`src/rtl/shift_rx_pkg.sv`:
```
// Shared constants for the LED shift-pattern link (receive and transmit sides).
package shift_rx_pkg;

  localparam int unsigned DEF_WIDTH         = 4;
  localparam int unsigned DEF_TIMEOUT_WIDTH = 8;

  typedef enum logic [0:0] {
    ST_IDLE  = 1'b0,
    ST_SHIFT = 1'b1
  } state_e;

endpackage : shift_rx_pkg

```
`src/rtl/shift_rx_hold.sv`:
```
// Single-entry output holding register with valid/ready handshake and sticky overrun.
module shift_rx_hold
  import shift_rx_pkg::*;
#(
  parameter int unsigned WIDTH = DEF_WIDTH
) (
  input  logic             i_clk,
  input  logic             i_rst_n,
  input  logic             i_load,
  input  logic [WIDTH-1:0] i_word,
  input  logic             i_ready,
  output logic [WIDTH-1:0] o_data,
  output logic             o_valid,
  output logic             o_overrun
);

  logic [WIDTH-1:0] data_q, data_d;
  logic             valid_q, valid_d;
  logic             ovr_q, ovr_d;

  // A completion while the slot is being drained replaces the word without an overrun.
  always_comb begin
    data_d  = data_q;
    valid_d = valid_q;
    ovr_d   = ovr_q;
    if (valid_q && i_ready) begin
      valid_d = 1'b0;
    end
    if (i_load) begin
      if (!valid_q || i_ready) begin
        data_d  = i_word;
        valid_d = 1'b1;
      end else begin
        ovr_d = 1'b1;
      end
    end
  end

  always_ff @(posedge i_clk or negedge i_rst_n) begin
    if (!i_rst_n) begin
      data_q  <= '0;
      valid_q <= 1'b0;
      ovr_q   <= 1'b0;
    end else begin
      data_q  <= data_d;
      valid_q <= valid_d;
      ovr_q   <= ovr_d;
    end
  end

  assign o_data    = data_q;
  assign o_valid   = valid_q;
  assign o_overrun = ovr_q;

endmodule : shift_rx_hold

```
`src/rtl/shift_rx.sv`:
```
// Serial-to-parallel receiver: frame-qualified bit strobes assembled into WIDTH-bit words.
module shift_rx
  import shift_rx_pkg::*;
#(
  parameter int unsigned WIDTH         = DEF_WIDTH,
  parameter int unsigned MSB_FIRST     = 0,
  parameter int unsigned TIMEOUT_WIDTH = DEF_TIMEOUT_WIDTH
) (
  input  logic             i_clk,
  input  logic             i_rst_n,
  input  logic             i_sdata,
  input  logic             i_sstb,
  input  logic             i_sframe,
  input  logic             i_ready,
  output logic [WIDTH-1:0] o_data,
  output logic             o_valid,
  output logic             o_overrun,
  output logic             o_frame_err,
  output logic             o_busy
);

  localparam int unsigned CNT_W = (WIDTH > 2) ? $clog2(WIDTH) : 1;
  localparam logic [CNT_W-1:0] CNT_LAST = CNT_W'(WIDTH - 1);
  // Watchdog value one below all-ones: the next idle cycle is the timeout.
  localparam logic [TIMEOUT_WIDTH-1:0] WD_LAST = {{(TIMEOUT_WIDTH-1){1'b1}}, 1'b0};

  state_e                   state_q, state_d;
  logic [WIDTH-1:0]         sr_q, sr_d;
  logic [CNT_W-1:0]         cnt_q, cnt_d;
  logic [TIMEOUT_WIDTH-1:0] wd_q, wd_d;
  logic                     ferr_q, ferr_d;
  logic                     busy_q;
  logic [WIDTH-1:0]         shifted_c;
  logic [WIDTH-1:0]         first_c;
  logic                     load_c;

  // Bit placement: LSB-first shifts right from the top, MSB-first shifts left into bit 0.
  always_comb begin
    if (MSB_FIRST != 0) begin
      shifted_c = {sr_q[WIDTH-2:0], i_sdata};
      first_c   = {{(WIDTH-1){1'b0}}, i_sdata};
    end else begin
      shifted_c = {i_sdata, sr_q[WIDTH-1:1]};
      first_c   = {i_sdata, {(WIDTH-1){1'b0}}};
    end
  end

  always_comb begin
    state_d = state_q;
    sr_d    = sr_q;
    cnt_d   = cnt_q;
    wd_d    = wd_q;
    ferr_d  = 1'b0;
    load_c  = 1'b0;
    case (state_q)
      ST_IDLE: begin
        wd_d = '0;
        if (i_sstb && i_sframe) begin
          sr_d    = first_c;
          cnt_d   = CNT_W'(1);
          state_d = ST_SHIFT;
        end
      end
      ST_SHIFT: begin
        if (i_sstb) begin
          wd_d = '0;
          if (i_sframe) begin
            // Unexpected frame start: restart the word on this bit.
            ferr_d = 1'b1;
            sr_d   = first_c;
            cnt_d  = CNT_W'(1);
          end else if (cnt_q == CNT_LAST) begin
            load_c  = 1'b1;
            sr_d    = '0;
            cnt_d   = '0;
            state_d = ST_IDLE;
          end else begin
            sr_d  = shifted_c;
            cnt_d = cnt_q + CNT_W'(1);
          end
        end else if (wd_q == WD_LAST) begin
          ferr_d  = 1'b1;
          sr_d    = '0;
          cnt_d   = '0;
          wd_d    = '0;
          state_d = ST_IDLE;
        end else begin
          wd_d = wd_q + TIMEOUT_WIDTH'(1);
        end
      end
      default: begin
        state_d = ST_IDLE;
      end
    endcase
  end

  always_ff @(posedge i_clk or negedge i_rst_n) begin
    if (!i_rst_n) begin
      state_q <= ST_IDLE;
      sr_q    <= '0;
      cnt_q   <= '0;
      wd_q    <= '0;
      ferr_q  <= 1'b0;
      busy_q  <= 1'b0;
    end else begin
      state_q <= state_d;
      sr_q    <= sr_d;
      cnt_q   <= cnt_d;
      wd_q    <= wd_d;
      ferr_q  <= ferr_d;
      busy_q  <= (state_d == ST_SHIFT);
    end
  end

  shift_rx_hold #(
    .WIDTH(WIDTH)
  ) u_hold (
    .i_clk     (i_clk),
    .i_rst_n   (i_rst_n),
    .i_load    (load_c),
    .i_word    (shifted_c),
    .i_ready   (i_ready),
    .o_data    (o_data),
    .o_valid   (o_valid),
    .o_overrun (o_overrun)
  );

  assign o_frame_err = ferr_q;
  assign o_busy      = busy_q;

endmodule : shift_rx

```
`config.mk`:
```
export PLATFORM = sky130hd
export DESIGN_NAME = shift_rx
export DESIGN_NICKNAME = d
export VERILOG_FILES = /design/src/rtl/shift_rx_pkg.sv /design/src/rtl/shift_rx_hold.sv /design/src/rtl/shift_rx.sv
export SDC_FILE = /design/constraint.sdc
export NUM_CORES = 1
export LEC_CHECK = 0
export CORE_UTILIZATION = 52
export DETAILED_ROUTE_END_ITERATION = 8
export PLACE_DENSITY = 0.84
export SYNTH_ARGS = -nofsm -noshare
export SYNTH_HDL_FRONTEND = slang
export SYNTH_SLANG_ARGS = --single-unit
```
`constraint.sdc`:
```
create_clock -name i_clk -period 1.85 [get_ports i_clk]
set_input_delay 0.555 -clock i_clk [delete_from_list [all_inputs] [get_ports i_clk]]
set_output_delay 0.555 -clock i_clk [all_outputs]
set_load 0.05 [all_outputs]
```
# Yosys cells after proc, flatten, opt, wreduce, memory -nomap -nowiden
# Index checks and enable logic that the tools add are counted.
# totals
register_bits	22
inputBits	6
elab_cells	55
# classes
addsub	2
n_eq_ne	4
muxes	32
n_bitwise	2
reduce_logical	7
# ops
cell	n
$mux W4	5
$mux W1	16
$mux W8	2
$pmux W8 S2	1
$mux W2	5
$add A8 B1 Y8 const B	1
$eq A8 B8 Y1 const B	1
$pmux W4 S2	1
$reduce_and A2 Y1	3
$pmux W2 S2	1
$ne A3 B2 Y1 const B	1
$add A2 B1 Y2 const B	1
$eq A2 B2 Y1 const B	1
$logic_and A1 B1 Y1	2
$ne A2 B2 Y1 const B	1
$not A1 Y1	2
$pmux W1 S2	1
$logic_not A1 Y1	1
$logic_or A1 B1 Y1	1

# Logic depth before layout (Yosys ltp)
# depth
ltp_word	6
ltp_mapped	5

# By module
# From an unflattened synthesis, not the netlist that was laid out.
# hier_totals
hier_cells	93
area_unflattened_um2	1034.7
# modules_own_cells
mod	n_inst	cells_each	area_each_um2	seq_area_each_um2
shift_rx	1	78	784.5	375.4
shift_rx_hold	1	15	250.2	150.1

# Worst setup path after synthesis
# Ideal clock, no wire load.
# synth_timing
path_type	register -> register
startpoint	register, netlist name o_busy
endpoint	register u_hold.data_q[3] (netlist: u_hold.o_data[3])
setup_ns	0.125
t_arrival_ns	1.521
required_time_ns	1.725
slack_ns	0.204
path_stages_with_launch	4
n_path_buf	0
period_less_slack_ns	1.646
path_cell_list	dfrtp_1 > nand4b_1 > and2b_1 > mux2_2
# synth_rtl
element	line	rtl
end signal: assignment	shift_rx_hold.sv:45	data_q <= data_d;
end: declaration	shift_rx_hold.sv:17	logic [WIDTH-1:0] data_q, data_d;

# Worst setup path after layout
# layout_timing
startpoint	input port i_sstb
endpoint	register u_hold.data_q[1] (netlist: u_hold.o_data[1])
# layout_via
elab_chain_len	3
# layout_lines
element	line	rtl
start: declaration	shift_rx.sv:12	input logic i_sstb,
$mux W1	shift_rx.sv:65	if (i_sstb) begin
$mux W1	shift_rx.sv:55	case (state_q)
$reduce_and A2 Y1 (no source line)	n/a	
# Every way passes these cells.
# A chain may end at the register's enable or synchronous reset.

==> results.sh <==
export IMPL_outcome="finished clean"
export IMPL_final_core_util=0.692
export IMPL_postLayoutCellArea_sq_um=1220
export IMPL_drc=0
export IMPL_antenna_cells=0
export IMPL_vias=765
export IMPL_ys_async_sr_fraction=1.00
export IMPL_cp_arrival_ns=1.88
export IMPL_drtPass1Iterations=4
export IMPL_syn_area_per_cell_sq_um=10.9
export IMPL_cts_tree="done"
export IMPL_core_area_sq_um=1760
export IMPL_crit_slowest_cell="clkdlybuf4s50_1"
export IMPL_clk_pin_slew_worst_paths_ns=0.11
export IMPL_yosys_area_top_type="dfrtp_1"
export IMPL_die_h_um=45.8
export IMPL_tightest_slew_ns=0.440
export IMPL_synth_area_leaders="dfrtp_1 (53%), mux2_2 (4.5%), nand2b_1 (4.4%), ha_1 (3.8%), o21ai_0 (3.0%)"
export IMPL_grt_usage=0.210
export IMPL_cts_buffers=3
export IMPL_dieArea_sq_um=2100
export IMPL_avgRoutedWirePerCell_um=13.1
export IMPL_rrSetupSlack_ns=0.25
export IMPL_layout_cells_most_common_list="dfrtp_1 (21), buf_4 (13), nand2b_1 (7)"
export IMPL_critPathCaptureType="flop"
export IMPL_start_util=0.566
export IMPL_via_per_inst=5.50
export IMPL_timing_final_crit_period_ns=1.68
export IMPL_synth_enable_flop_cells=0
export IMPL_p_leak_nw=0.540
export IMPL_crit_required_ns=2.05
export IMPL_drv_slew=0
export IMPL_synth_nets=101
export IMPL_synthSimpleGateAreaFrac=0.206
export IMPL_synthCells=92
export IMPL_synth_top_family_by_area="simple AND/OR/NAND/NOR gates"
export IMPL_ir_drop_mv=0.676
export IMPL_synth_area_sq_um=998
export IMPL_multi_input_area_sq_um=454
export IMPL_power_density_nw_per_um2=1090
export IMPL_postCtsSetupBuffers=0
export IMPL_finalWeightedCongestion=0.783
export IMPL_synth_main_ff_cell="dfrtp_1"
export IMPL_fmax_mhz=596
export IMPL_path_class="in2reg"
export IMPL_path_cells="clkdlybuf4s50_1 -> nand4b_1 -> and2b_1 -> mux2_2"
export IMPL_drt_iter0_markers=10
export IMPL_grt_use_met1=0.270
export IMPL_yosys_area_share_adder=0.0376
export IMPL_port_buffers=13
export IMPL_antenna_found_initial=0
export IMPL_ctsResizeCount=0
export IMPL_clock_sinks=21
export IMPL_num_rows=15
export IMPL_clock_skew_ns=0.00613
export IMPL_critPathMaxFanout=4
export IMPL_cap_violations=0
export IMPL_clk_path_buf_depth=2
export IMPL_root_buffer="clkbuf_4"
export IMPL_synthMuxAreaShare=0.0451
export IMPL_hold_violations=0
export IMPL_fill_cells=153
export IMPL_worst_setup_path_start_kind="primary input"
export IMPL_drtAntennaViolNets=0
export IMPL_use_met3=0.0476
export IMPL_grt_max_degree=22
export IMPL_area_growth_synth_to_final_pct=22.3
export IMPL_instances_no_fill=139
export IMPL_drive_gt1_frac=0.202
export IMPL_dp_cells=135
export IMPL_ys_seq_area_frac=0.526
export IMPL_period_share=0.907
export IMPL_holdBufCountCts=0
export IMPL_ys_ff_latch=21
export IMPL_hpwl_um=1360
export IMPL_gr_usage_met2=0.323
export IMPL_insertion_delay_ns=0.31
export IMPL_slowest_delay_ns=0.49
export IMPL_relSlewSlack=0.706
export IMPL_final_setup_viol_count=0
export IMPL_rsz0062_at_grt="no"
export IMPL_hold_ws_ns=0.496
export IMPL_wl_um=1820
export IMPL_boundaryPins=14
export IMPL_synth_compound_area_frac=0.140
export IMPL_num_nets_final=124
export IMPL_min_path_type="reg2reg"
export IMPL_synth_top_area_frac=0.526
export IMPL_busiest_layer="met2"
export IMPL_yosysWarnings=0
export IMPL_htree_num_levels=1
export IMPL_layout_commonest_cell="dfrtp_1"
export IMPL_grt_pass1_wl_um=2990
export IMPL_fp_dieW_um=45.8
export IMPL_overflow=0
export IMPL_first_global_vias=690
export IMPL_register_area_sq_um=526
export IMPL_placed_area_sq_um=1190
export IMPL_synthXorXnorAreaFrac=0.0263
export IMPL_synth_cell_type_count=33
logic make-up after synthesis:
| group | after synthesis |
|---|---|
| simple gates | 34 |
| compound gates | 22 |
| flops | 21 |
| buf+inv | 5 |
| mux | 4 |
| xor+xnor | 3 |
| fa+ha+maj | 3 |
cell type report:
| type | instances | share of cell area |
|---|---|---|
| sequential | 21 | 0.430 |
| multi-input combinational | 66 | 0.372 |
| timing repair buffer | 19 | 0.137 |
| tap | 25 | 0.0256 |
| clock buffer | 3 | 0.0184 |
| inverter | 4 | 0.0123 |
| clock inverter | 1 | 0.00410 |
worst max-delay path: cells and delay by family:
kind                   cells  cell delay [ns]
muxes                      1             0.36
buffers and inverters      1             0.49
and+or+nand+nor            2             0.47
synth_stat cells (all sizes together), types with 2 or more instances:
cell and n:
a21oi 4, a22oi 2, a31oi 3, dfrtp 21, ha 3, inv 4, mux2 4, nand2 4
nand2b 7, nand3 4, nand4 2, nor2 6, o21ai 6, o21bai 2, o311ai 2, xnor2 2
worst paths after layout:
check	start	end	cells after the start
setup / recovery	i_sstb	u_hold.o_data[1]	4
hold / removal	u_hold.o_overrun	u_hold.o_overrun	1
setup reg to reg	cnt_q[0]	u_hold.o_data[1]	4
hold reg to reg	u_hold.o_overrun	u_hold.o_overrun	1
max in group asynchronous	i_rst_n	sr_q[1]	2
min in group asynchronous	i_rst_n	o_busy	2
sequential cells by signal, indices dropped and copies added, names as in the netlist:
| name | count |
|---|---|
| wd_q | 8 |
| u_hold.o_data | 4 |
| sr_q | 3 |
| cnt_q | 2 |
| o_busy | 1 |
| o_frame_err | 1 |
| u_hold.o_overrun | 1 |
| u_hold.o_valid | 1 |
report_power, final:
| part | switching [W] | leakage, nW | total, W | internal [W] |
|---|---|---|---|---|
| Combinational | 0.000298 | 0.246 | 0.000480 | 0.000182 |
| Clock | 0.000138 | 0.0177 | 0.000219 | 0.0000809 |
| Sequential | 0.0000754 | 0.277 | 0.000627 | 0.000551 |
| Total | 0.000512 | 0.540 | 0.00133 | 0.000814 |
layer usage:
layer	wire length, um	part of all wire
met1	905	0.50
met2	814	0.45
met3	59	0.032
met4	44	0.024
met5	0	0
metrics by stage:
step	total power, W	setup TNS [ns]	worst slack (ns)
global placement	0.00111	-0.461	-0.0971
detailed placement	0.00112	-0.748	-0.146
global route	0.00140	0	0.130
CTS	0.00134	0	0.166
finish	0.00133	0	0.173
floorplan	0.000942	0	0.204
Power figures use the tool's default switching activity.
